===== config.mk =====
export PLATFORM = sky130hd
export DESIGN_NAME = nibble_demux_loader_flat
export DESIGN_NICKNAME = d
export VERILOG_FILES = /design/src/rtl/nibble_demux_loader_pkg.sv /design/src/rtl/nibble_demux_loader_if.sv /design/src/rtl/nibble_demux_loader_button_debouncer.sv /design/src/rtl/nibble_demux_loader.sv /design/src/flat_wrapper.sv
export SDC_FILE = /design/constraint.sdc
export NUM_CORES = 1
export LEC_CHECK = 0
export CAP_MARGIN = 20
export CORE_ASPECT_RATIO = 0.6
export CORE_UTILIZATION = 44
export CTS_CLUSTER_DIAMETER = 120
export DETAILED_ROUTE_END_ITERATION = 10
export PLACE_DENSITY = 0.72
export RECOVER_POWER = 25
export SYNTH_ARGS = -nofsm -noshare
export SYNTH_HDL_FRONTEND = slang
export SYNTH_SLANG_ARGS = --single-unit

===== constraint.sdc =====
create_clock -name clock -period 3.4 [get_ports clock]
set_input_delay 0.68 -clock clock [delete_from_list [all_inputs] [get_ports clock]]
set_output_delay 0.68 -clock clock [all_outputs]
set_load 0.005 [all_outputs]

===== src/rtl/nibble_demux_loader_pkg.sv =====
// Shared types and constants for the two-press nibble-to-byte loader.
package nibble_demux_loader_pkg;

  localparam int unsigned DEFAULT_DEBOUNCE_CYCLES = 1000000;

  typedef enum logic {
    WAIT_HIGH = 1'b0,
    WAIT_LOW  = 1'b1
  } state_e;

endpackage


===== src/rtl/nibble_demux_loader_if.sv =====
// Button/DIP inputs and the assembled-byte outputs of the nibble loader.
interface nibble_demux_loader_if;

  logic       loadButton;
  logic [3:0] nibbleIn;
  logic [3:0] nibbleHigh;
  logic [3:0] nibbleLow;
  logic [7:0] byteOut;
  logic       byteValid;
  logic       loadingHigh;

  modport master (
    output loadButton, nibbleIn,
    input  nibbleHigh, nibbleLow, byteOut, byteValid, loadingHigh
  );

  modport slave (
    input  loadButton, nibbleIn,
    output nibbleHigh, nibbleLow, byteOut, byteValid, loadingHigh
  );

endinterface


===== src/rtl/nibble_demux_loader_button_debouncer.sv =====
// Two-flop synchronizer, counter debouncer and rising-edge detector for a raw button.
module button_debouncer
  import nibble_demux_loader_pkg::*;
#(
  parameter int unsigned DEBOUNCE_CYCLES = DEFAULT_DEBOUNCE_CYCLES
) (
  input  logic clock,
  input  logic reset,
  input  logic rawIn,
  output logic pressPulse
);

  localparam int unsigned CNT_W = (DEBOUNCE_CYCLES > 1) ? $clog2(DEBOUNCE_CYCLES) : 1;
  localparam logic [CNT_W-1:0] CNT_LAST = CNT_W'(DEBOUNCE_CYCLES - 1);
  localparam logic [CNT_W-1:0] CNT_MAX  = '1;

  logic [1:0]       sync_q,     sync_d;
  logic             deb_q,      deb_d;
  logic             deb_prev_q, deb_prev_d;
  logic [CNT_W-1:0] cnt_q,      cnt_d;

  // NOTE: every output of this block gets a default first, so no path leaves a latch.
  always_comb begin
    sync_d     = {sync_q[0], rawIn};
    deb_d      = deb_q;
    deb_prev_d = deb_q;
    cnt_d      = cnt_q;
    if (sync_q[1] == deb_q) begin
      cnt_d = '0;
    end else if (cnt_q == CNT_LAST) begin
      deb_d = ~deb_q;
      cnt_d = '0;
    end else if (cnt_q != CNT_MAX) begin
      cnt_d = cnt_q + CNT_W'(1);
    end
  end

  // NOTE: state registers use non-blocking assignments so all flops sample pre-edge values.
  always_ff @(posedge clock or posedge reset) begin
    if (reset) begin
      sync_q     <= '0;
      deb_q      <= 1'b0;
      deb_prev_q <= 1'b0;
      cnt_q      <= '0;
    end else begin
      sync_q     <= sync_d;
      deb_q      <= deb_d;
      deb_prev_q <= deb_prev_d;
      cnt_q      <= cnt_d;
    end
  end

  // Only the press (rising) edge of the clean level loads a nibble.
  assign pressPulse = deb_q & ~deb_prev_q;

endmodule


===== src/rtl/nibble_demux_loader.sv =====
// Loads a byte from two debounced button presses: upper nibble first, then lower.
module nibble_demux_loader
  import nibble_demux_loader_pkg::*;
#(
  parameter int unsigned DEBOUNCE_CYCLES = DEFAULT_DEBOUNCE_CYCLES
) (
  input logic                  clock,
  input logic                  reset,
  nibble_demux_loader_if.slave bus
);

  logic       load_pulse;
  state_e     state_q,       state_d;
  logic [3:0] nibble_high_q, nibble_high_d;
  logic [3:0] nibble_low_q,  nibble_low_d;
  logic [7:0] byte_out_q,    byte_out_d;
  logic       byte_valid_q,  byte_valid_d;

  button_debouncer #(
    .DEBOUNCE_CYCLES(DEBOUNCE_CYCLES)
  ) u_button_debouncer (
    .clock      (clock),
    .reset      (reset),
    .rawIn      (bus.loadButton),
    .pressPulse (load_pulse)
  );

  always_comb begin
    state_d       = state_q;
    nibble_high_d = nibble_high_q;
    nibble_low_d  = nibble_low_q;
    byte_out_d    = byte_out_q;
    byte_valid_d  = 1'b0;
    case (state_q)
      WAIT_HIGH: begin
        if (load_pulse) begin
          nibble_high_d = bus.nibbleIn;
          state_d       = WAIT_LOW;
        end
      end
      WAIT_LOW: begin
        // The byte is assembled from the live switches, not the not-yet-updated low register.
        if (load_pulse) begin
          nibble_low_d = bus.nibbleIn;
          byte_out_d   = {nibble_high_q, bus.nibbleIn};
          byte_valid_d = 1'b1;
          state_d      = WAIT_HIGH;
        end
      end
      default: state_d = WAIT_HIGH;
    endcase
  end

  always_ff @(posedge clock or posedge reset) begin
    if (reset) begin
      state_q       <= WAIT_HIGH;
      nibble_high_q <= '0;
      nibble_low_q  <= '0;
      byte_out_q    <= '0;
      byte_valid_q  <= 1'b0;
    end else begin
      state_q       <= state_d;
      nibble_high_q <= nibble_high_d;
      nibble_low_q  <= nibble_low_d;
      byte_out_q    <= byte_out_d;
      byte_valid_q  <= byte_valid_d;
    end
  end

  assign bus.nibbleHigh  = nibble_high_q;
  assign bus.nibbleLow   = nibble_low_q;
  assign bus.byteOut     = byte_out_q;
  assign bus.byteValid   = byte_valid_q;
  assign bus.loadingHigh = (state_q == WAIT_HIGH);

endmodule

===== src/flat_wrapper.sv =====
// flat-port wrapper written by rule: the top's interface ports become plain ports
module nibble_demux_loader_flat import nibble_demux_loader_pkg::*;
#(
  parameter int unsigned DEBOUNCE_CYCLES = DEFAULT_DEBOUNCE_CYCLES
)
  (clock, reset, bus_loadButton, bus_nibbleIn, bus_nibbleHigh, bus_nibbleLow, bus_byteOut, bus_byteValid, bus_loadingHigh);
  nibble_demux_loader_if bus_i ();
  input logic clock;
  input logic reset;
  input wire logic [$bits(bus_i.loadButton)-1:0] bus_loadButton;
  input wire logic [$bits(bus_i.nibbleIn)-1:0] bus_nibbleIn;
  output wire logic [$bits(bus_i.nibbleHigh)-1:0] bus_nibbleHigh;
  output wire logic [$bits(bus_i.nibbleLow)-1:0] bus_nibbleLow;
  output wire logic [$bits(bus_i.byteOut)-1:0] bus_byteOut;
  output wire logic [$bits(bus_i.byteValid)-1:0] bus_byteValid;
  output wire logic [$bits(bus_i.loadingHigh)-1:0] bus_loadingHigh;
  assign bus_i.loadButton = bus_loadButton;
  assign bus_i.nibbleIn = bus_nibbleIn;
  assign bus_nibbleHigh = bus_i.nibbleHigh;
  assign bus_nibbleLow = bus_i.nibbleLow;
  assign bus_byteOut = bus_i.byteOut;
  assign bus_byteValid = bus_i.byteValid;
  assign bus_loadingHigh = bus_i.loadingHigh;
  nibble_demux_loader #(.DEBOUNCE_CYCLES(DEBOUNCE_CYCLES)) u_core (.clock(clock), .reset(reset), .bus(bus_i));
endmodule

After elaboration in Yosys (flattened, before gate mapping)
Index checks and enable logic that the tools add are counted.

word-level totals
  word-level logic and storage cells = 29
  bits of input ports = 7
  output and inout bits = 18
  register bits after elaboration = 42

operators by class
  equal/unequal tests = 3
  bitwise gates (word level) = 5
  reduce and logical (&&, ||, !) cells = 4
  mux-type cells = 7
  add/sub/neg operators = 1

operators by type and width
  kind                                                             number
  20-bit 2-to-1 mux                                                3
  20-bit by 1-bit adder with 20-bit output, second input constant  1
  20-bit equality test, second input constant                      1
  20-bit inequality test, second input constant                    1
  2-bit AND reduction                                              3
  1-bit NOT                                                        4
  1-bit 2-to-1 mux                                                 3
  3-bit nonzero test                                               1
  1-bit case mux with 2 select lines                               1
  1-bit AND                                                        1
  1-bit equality test                                              1

Logic depth before layout (Yosys ltp)
Gate-level depths: netlist of run 1.

  depth after elaboration = 4
  mapped depth = 6
  mapped depth without buffers = 5

By module
From an unflattened synthesis of run 1, not the netlist that was laid out.

second synthesis, totals
  cells, all modules = 178
  area, all modules = 1,950.6 um^2

modules (own cells, without submodules)
  module               cells an instance  instances  seq. area each (um^2)  area each (um^2)
  button_debouncer     142                1          600.6                  1,357.6
  nibble_demux_loader  36                 1          350.3                  593.1

Worst setup path after synthesis of run 1
OpenSTA, ideal clock, no wires.

  path kind = reg-to-reg
  start point = register u_core.u_button_debouncer.cnt_q[0]
  end point = register u_core.u_button_debouncer.cnt_q[18]
  clock period less this slack = 1.589 ns
  buffers on the path = 1
  stages on the path, launching flop included = 7
  required time = 3.301 ns
  data arrival time = 1.490 ns
  path slack = 1.811 ns
  library setup time = 0.099 ns
  path through = dfrtp_1 -> ha_1 -> and4_1 -> and3_1 -> clkbuf_1 -> a41oi_1 -> a311oi_1

on the way
  longest elaborated chain between the ends = 4
  elaborated cells on any way between the ends = 7
  classes of those cells = 1 x add/sub; 2 x eq/ne; 3 x mux; 1 x reduce/logical

RTL lines
  item                                      RTL line                                    RTL
  from (decl)                               nibble_demux_loader_button_debouncer.sv:20  logic [CNT_W-1:0] cnt_q, cnt_d;
  from (signal assigned)                    nibble_demux_loader_button_debouncer.sv:49  cnt_q <= cnt_d;
  20-bit by 1-bit adder with 20-bit output  nibble_demux_loader_button_debouncer.sv:34  cnt_d = cnt_q + CNT_W'(1);
  20-bit 2-to-1 mux                         nibble_demux_loader_button_debouncer.sv:33  end else if (cnt_q != CNT_MAX) begin
  20-bit 2-to-1 mux                         nibble_demux_loader_button_debouncer.sv:30  end else if (cnt_q == CNT_LAST) begin
  20-bit 2-to-1 mux                         nibble_demux_loader_button_debouncer.sv:28  if (sync_q[1] == deb_q) begin

Parallel ways exist; a longest one is shown, timed or not. The select of a mux whose other input is x is not followed.
A chain may end at the register's enable or synchronous reset.

Worst setup path after layout of run 1
  start point = register u_core.u_button_debouncer.cnt_q[0]
  end point = register u_core.u_button_debouncer.cnt_q[7]

The elaborated chain is that of the path after synthesis.

==> run_results.csv, run 1 <==
group,metric,value,unit
placed_design,dp_hpwl,3.00,mm
critical_path,rr_endpoint,"u_core.u_button_debouncer.cnt_q[7]$_DFFE_PP0P_",
timing,hold_ws,0.369,ns
synth,yosysMostFrequentCell,"dfrtp_1",
clock_network,clock_path_buffers,2,
global_route,grt_pass1_wl,7.04,mm
timing,tns,0,ns
clock_network,post_cts_resized,0,
timing,min_period,2.11,ns
synth,synth_top_cells_by_count,"dfrtp_1 (38), a21oi_1 (14), mux2_2 (13)",
placed_design,placed_cell_area,2170,sq um
synth,synth_xor_area_frac,0.00453,
timing,slew_headroom,0.463,
timing,hold_violations,0,
global_route,grt_pass1_vias,1456,
clock_network,cts-buffers-inserted,5,
detailed_routing,first_pass_iters,4,
clock_network,htreeDepth,2,
power,powerDensity,354,nW/um^2
critical_path,path_max_fanout,17,
critical_path,critPathRequiredTime,3.55,ns
floorplan,core,4170,sq um
finish,postLayoutCoreUtil,0.542,
finish,postLayoutCellArea,2260,sq um
critical_path,arrival,2.26,ns
floorplan,start_util,0.464,
critical_path,critical-path-max-stage-delay,0.70,ns
floorplan,fp.dieH,53.3,um
global_route,grt_usage,0.208,
clock_network,clock_latency,0.30,ns
timing,setup_viol,0,
floorplan,die_area,4670,sq um
finish,finalNetCount,205,
timing,min_period_over_period,0.620,
outcome,status,"finished clean",
timing,rsz0062_at_grt,"false",
clock_network,clockRootBuffer,"clkbuf_8",
synth,synth_compound_area_frac,0.142,
clock_network,cts_setup_buffers,0,
synth,synth_ff_type,"dfrtp_1",
placed_design,io_buffers,24,
synth,synth-simple-area-share,0.196,
global_route,grt_max_degree,39,
hold_path,hold_class,"reg2reg",
critical_path,worstPathCellList,"ha_1 -> and2_1 -> nand3_1 -> o21ai_2 -> nor3_1",
flow_run,cap_violations,0,
power,combPwrFrac,0.039,
detailed_routing,via_count,1477,
clock_network,holdBufCountCts,0,
timing,maxSlewViolCount,0,
placed_design,gp_congestion,0.856,
clock_network,clock_sinks,38,
critical_path,reg2reg_from,"u_core.u_button_debouncer.cnt_q[0]$_DFFE_PP0P_",
synth,ys_top_cells_by_area,"dfrtp_1 (49%), mux2_2 (7.6%), a21oi_1 (3.6%)",
finish,area_delta_synth_final,16.9,%
global_route,overflow,0,
synth,synth_seq_cells,38,
critical_path,cpMaxStageDelayCell,"o21ai_2",
power,swShare,0.234,
detailed_routing,drt-vias-per-instance,5.77,
synth,synth_top_area_cell,"dfrtp_1",
detailed_routing,wl_per_cell,16.6,um
synth,muxShareOfSynthArea,0.0913,
timing,max_freq,474,MHz
synth,synth_top_family_by_area,"simple AND/OR/NAND/NOR gates",
floorplan,ioPinCount,25,
power,p_leak,0.000951,uW
critical_path,reg2reg_slack,1.29,ns
detailed_routing,drc,0,
synth,syn_nets,184,
finish,antennaDiodeCount,0,
power,clock_power_share,0.386,
hold_path,worstHoldStart,"u_core.u_button_debouncer.sync_q[0]$_DFF_PP0_",
floorplan,row_count,18,
detailed_routing,drt_iter0_drc,98,
timing,fin_skew,0.00622,ns
finish,drive_above_1_share,0.148,
critical_path,end_kind,"flop",
detailed_routing,drt-total-wl,4.26,mm
power,ir_worst_vdd,240,uV
synth,netlist_instances,174,
power,power.switching,187,uW
synth,seq_area_frac_synth,0.492,
synth,yosysTopAreaCellShare,0.492,
power,pwr-share-seq,0.576,
synth,async_reset_ff_frac,1.00,
floorplan,die_w,87.6,um
power,power.total,799,uW
synth,synth-adder-area-share,0.0194,
critical_path,critical_path_class,"reg2reg",
global_route,antenna_found_initial,0,
synth,ys_types,45,
critical_path,rr_worst_depth,5,
synth,yosys_warnings,0,
clock_network,cts_tree,"done",
synth,syn_avg_cell_area,11.1,sq um
synth,synth_edf_count,0,
clock_network,path_clk_slew,0.08,ns
critical_path,cp-start-kind,"flop",
hold_path,hold_path_end,"u_core.u_button_debouncer.sync_q[1]$_DFF_PP0_",
timing,tightest_slew,0.799,ns
synth,syn_area,1930,sq um
detailed_routing,final_antenna_net_count,0,
power,p_int,612,uW
hold_path,hold_depth,0,
-- power by group through the flow --
stage | registers [uW] | clock network [uW] | logic [uW]
floorplan | 467 | 0 | 18.2
global placement | 468 | 0 | 30.5
detailed placement | 468 | 0 | 31.8
CTS | 459 | 313 | 32.0
global route | 461 | 333 | 35.7
finish | 460 | 308 | 30.8
-- worst max-delay path by stage --
stage          cells after the start                                         endpoint                                      startpoint  slack [ns]
2_1_floorplan                      6  u_core.u_button_debouncer.cnt_q[18]$_DFFE_PP0P_  u_core.u_button_debouncer.cnt_q[0]$_DFFE_PP0P_        1.81
3_3_place_gp                       5   u_core.u_button_debouncer.cnt_q[2]$_DFFE_PP0P_  u_core.u_button_debouncer.cnt_q[0]$_DFFE_PP0P_        1.48
3_5_place_dp                       5   u_core.u_button_debouncer.cnt_q[5]$_DFFE_PP0P_  u_core.u_button_debouncer.cnt_q[0]$_DFFE_PP0P_        1.33
4_1_cts                            5   u_core.u_button_debouncer.cnt_q[5]$_DFFE_PP0P_  u_core.u_button_debouncer.cnt_q[0]$_DFFE_PP0P_        1.31
5_1_grt                            5   u_core.u_button_debouncer.cnt_q[7]$_DFFE_PP0P_  u_core.u_button_debouncer.cnt_q[0]$_DFFE_PP0P_        1.13
6_report                           5   u_core.u_button_debouncer.cnt_q[7]$_DFFE_PP0P_  u_core.u_button_debouncer.cnt_q[0]$_DFFE_PP0P_        1.29
-- registers in the layout, indices dropped and copies added (netlist names) --
signal,flops
u_core.bus.nibbleHigh,4
u_core.bus.byteValid,1
u_core.state_q,1
u_core.u_button_debouncer.sync_q,2
u_core.u_button_debouncer.deb_prev_d,1
u_core.u_button_debouncer.deb_prev_q,1
u_core.u_button_debouncer.cnt_q,20
u_core.bus.byteOut,8
-- logic make-up (layout without fill, tap and decap cells) --
kind of cell / after synthesis / count (layout)
muxes: 16 / 16
DFF: 38 / 38
xor gates and xnor gates: 1 / 1
buffers and inverters: 17 / 39
and+or+nand+nor: 59 / 59
adders and majority gates: 3 / 3
AOI/OAI and AO/OA: 40 / 40
-- through the flow --
step,setup slack [ns],std cells
after CTS,1.31,256
after floorplan,1.81,174
after global placement,1.48,248
after global routing,1.13,256
after detailed placement,1.33,248
final,1.29,256
-- metal layers --
layer,track usage,share of wire,vias up
met3,0.0655,0.057,6
met1,0.253,0.46,728
li1,-,-,693
met4,0.0656,0.011,0
met5,0,0,-
met2,0.355,0.47,50
-- critical path, delay by kind of cell, from the launching register on --
family | cells | cell delay (ns)
adders and majority gates | 1 | 0.23
AOI/OAI and AO/OA | 1 | 0.70
and+or+nand+nor | 3 | 0.62
DFF | 1 | 0.42
-- placed cells by master (no fill, tap or decap), types with 3 or more instances in the layout --
cell / instances
o31ai_1: 3
clkbuf_8: 5
ha_1: 3
mux2i_1: 3
or4_1: 3
a311oi_1: 3
mux2_2: 13
clkdlybuf4s50_1: 22
nor2_1: 9
nor3_1: 5
a21oi_1: 14
dfrtp_1: 38
nand3_1: 9
and3_1: 3
a211oi_1: 4
nand2_1: 8
inv_1: 6
a41oi_1: 3
-- final cells by class --
type | count | area (sq um)
inverters | 6 | 22.5
multi-input cells | 119 | 877
well taps | 60 | 75.1
repair buffers | 25 | 248
flip-flops and latches | 38 | 951
fillers | 357 | 1910
clock inverters | 2 | 13.8
clock buffers | 6 | 72.6
Note: power is estimated with default switching activity, not from simulation.
==> run 2, diff against run 1 <==
--- a/config.mk
+++ b/config.mk
@@ -10,7 +10,7 @@
 export CORE_UTILIZATION = 44
 export CTS_CLUSTER_DIAMETER = 120
 export DETAILED_ROUTE_END_ITERATION = 10
-export PLACE_DENSITY = 0.72
+export PLACE_DENSITY = 0.74
 export RECOVER_POWER = 25
 export SYNTH_ARGS = -nofsm -noshare
 export SYNTH_HDL_FRONTEND = slang
==> constraint.sdc (replaced) <==
create_clock -name clock -period 1.7 [get_ports clock]
set_input_delay 0.34 -clock clock [delete_from_list [all_inputs] [get_ports clock]]
set_output_delay 0.34 -clock clock [all_outputs]
set_load 0.005 [all_outputs]
==> run 2 against run 1 <==
Effect of this change:
- setup slack got worse by 1.2 ns
- power rose by 97%
- register-to-register slack worse by 1.2 ns
- critical path depth is the same
- worst hold slack worse by 0.0057 ns
- via count increased by 5.1%
- sequential cell count did not move
- first-iteration DRC count grew 130%
- count of clock-buffer cells in the layout unchanged
- critical endpoint is now u_core.u_button_debouncer.cnt_q[10]$_DFFE_PP0P_
- highest routed layer unchanged
==> run_results.csv, run 2 (synthesis results as in run 1) <==
group,metric,value,unit
flow_run,cap_violations,0,
hold_path,hold_class,"reg2reg",
finish,max_flop_register,"u_core.u_button_debouncer.cnt_q",
floorplan,fp.dieH,53.3,um
power,ir_worst_vdd,277,uV
detailed_routing,drc,0,
timing,rsz0062_at_grt,"false",
timing,slew_headroom,0.382,
placed_design,placed_cell_area,2310,sq um
critical_path,path_max_fanout,4,
global_route,antenna_found_initial,0,
global_route,overflow,0,
hold_path,hold_path_end,"u_core.u_button_debouncer.sync_q[1]$_DFF_PP0_",
timing,min_period_over_period,0.971,
floorplan,row_count,18,
timing,setup_viol,0,
clock_network,cts_setup_buffers,0,
critical_path,reg2reg_slack,0.05,ns
clock_network,path_clk_slew,0.07,ns
timing,min_period,1.65,ns
outcome,status,"finished clean",
clock_network,clock_latency,0.29,ns
finish,drive_above_1_share,0.257,
clock_network,post_cts_resized,0,
critical_path,critPathRequiredTime,1.91,ns
hold_path,hold_depth,0,
detailed_routing,wl_per_cell,16.6,um
floorplan,start_util,0.464,
clock_network,cts-buffers-inserted,5,
finish,antennaDiodeCount,0,
floorplan,die_w,87.6,um
detailed_routing,via_count,1553,
detailed_routing,first_pass_iters,4,
placed_design,gp_congestion,0.825,
floorplan,core,4170,sq um
clock_network,clockRootBuffer,"clkbuf_8",
finish,postLayoutCellArea,2400,sq um
power,powerDensity,656,nW/um^2
critical_path,critical-path-max-stage-delay,0.48,ns
finish,final_cell_count_no_fill,270,
hold_path,worstHoldStart,"u_core.u_button_debouncer.sync_q[0]$_DFF_PP0_",
finish,postLayoutCoreUtil,0.576,
detailed_routing,drt-total-wl,4.49,mm
power,swShare,0.220,
critical_path,rr_worst_depth,5,
timing,tightest_slew,0.928,ns
placed_design,dp_cells,263,
critical_path,rr_endpoint,"u_core.u_button_debouncer.cnt_q[10]$_DFFE_PP0P_",
placed_design,dp_hpwl,3.22,mm
finish,finalNetCount,220,
power,p_int,1230,uW
clock_network,htreeDepth,2,
critical_path,end_kind,"flop",
global_route,grt_max_degree,39,
power,clock_power_share,0.366,
critical_path,reg2reg_from,"u_core.u_button_debouncer.cnt_q[0]$_DFFE_PP0P_",
critical_path,cp-start-kind,"flop",
clock_network,clock_sinks,38,
power,pwr-share-seq,0.584,
global_route,grt_usage,0.219,
power,power.switching,347,uW
finish,area_delta_synth_final,24.2,%
clock_network,clock_path_buffers,2,
floorplan,ioPinCount,25,
power,combPwrFrac,0.050,
critical_path,cpMaxStageDelayCell,"or4_1",
detailed_routing,drt-vias-per-instance,5.75,
clock_network,cts_tree,"done",
timing,tns,0,ns
floorplan,die_area,4670,sq um
critical_path,critical_path_class,"reg2reg",
global_route,grt_pass1_wl,7.44,mm
timing,maxSlewViolCount,0,
timing,max_freq,606,MHz
timing,hold_violations,0,
placed_design,dpl_worst_slack,0.0425,ns
critical_path,worstPathCellList,"ha_2 -> and4_4 -> nand2_1 -> or4_1 -> a21oi_1",
detailed_routing,final_antenna_net_count,0,
detailed_routing,drt_iter0_drc,226,
critical_path,arrival,1.86,ns
timing,final.setup.worst_slack,0.0494,ns
power,p_leak,0.00101,uW
placed_design,io_buffers,24,
clock_network,holdBufCountCts,0,
timing,fin_skew,0.0103,ns
finish,final_common_cell,"dfrtp_1",
finish,largest_reg_flops,20,
finish,final_cell_mix,"dfrtp_1 (34), clkdlybuf4s50_1 (22), a21oi_1 (14), buf_4 (14), mux2_2 (13)",
global_route,grt_pass1_vias,1561,
[run 2: cell count changes in the layout (fill, tap and decap cells not counted), moves of 2 or more]
| cell | before | now |
|---|---|---|
| and3_1 | 3 | 1 |
| dfrtp_2 | 0 | 4 |
| and3_2 | 1 | 3 |
| buf_4 | 1 | 14 |
| dfrtp_1 | 38 | 34 |
[run 2: worst max-delay path by stage]
stage / start / slack [ns] / to / cells after the start
2_1_floorplan: u_core.u_button_debouncer.cnt_q[0]$_DFFE_PP0P_ / 0.11 / u_core.u_button_debouncer.cnt_q[18]$_DFFE_PP0P_ / 6
3_3_place_gp: u_core.u_button_debouncer.cnt_q[6]$_DFFE_PP0P_ / 0.07 / u_core.u_button_debouncer.cnt_q[6]$_DFFE_PP0P_ / 4
3_5_place_dp: u_core.u_button_debouncer.cnt_q[10]$_DFFE_PP0P_ / 0.04 / u_core.u_button_debouncer.cnt_q[17]$_DFFE_PP0P_ / 4
4_1_cts: u_core.u_button_debouncer.cnt_q[0]$_DFFE_PP0P_ / 0.005 / u_core.u_button_debouncer.cnt_q[13]$_DFFE_PP0P_ / 6
5_1_grt: u_core.u_button_debouncer.cnt_q[0]$_DFFE_PP0P_ / 0.007 / u_core.u_button_debouncer.cnt_q[12]$_DFFE_PP0P_ / 6
6_report: u_core.u_button_debouncer.cnt_q[0]$_DFFE_PP0P_ / 0.05 / u_core.u_button_debouncer.cnt_q[10]$_DFFE_PP0P_ / 5
[run 2: critical path: cells and delay by family, from the launching register on]
| kind | cells | cell delay, ns |
|---|---|---|
| flops | 1 | 0.37 |
| simple gates | 3 | 0.82 |
| fa+ha+maj | 1 | 0.23 |
| compound gates | 1 | 0.17 |
[run 2: cell type report]
class | instances | area [sq um]
timing repair buffer | 40 | 370
clock inverter | 1 | 7.51
sequential | 38 | 956
clock buffer | 6 | 72.6
fill | 360 | 1770
multi-input combinational | 119 | 897
tap | 60 | 75.1
inverter | 6 | 22.5
[run 2: layer usage]
metal	track usage	share of wire
met1	0.292	0.45
met2	0.340	0.46
met3	0.0530	0.069
met4	0.0956	0.020
met5	0	0
[run 2: through the flow]
stage | total power [uW] | hold slack [ns]
after floorplan | 971 | 0.331
after global placement | 1020 | 0.336
after detailed placement | 1020 | 0.340
after CTS | 1600 | 0.366
after global routing | 1640 | 0.383
final | 1570 | 0.363
[run 2: power groups by stage]
stage	Sequential [uW]	Combinational, uW	Clock, uW
2_1_floorplan	935	36.5	0
3_3_place_gp	934	81.0	0
3_5_place_dp	935	84.9	0
4_1_cts	918	85.6	598
5_1_grt	919	87.9	634
6_report	919	78.9	576
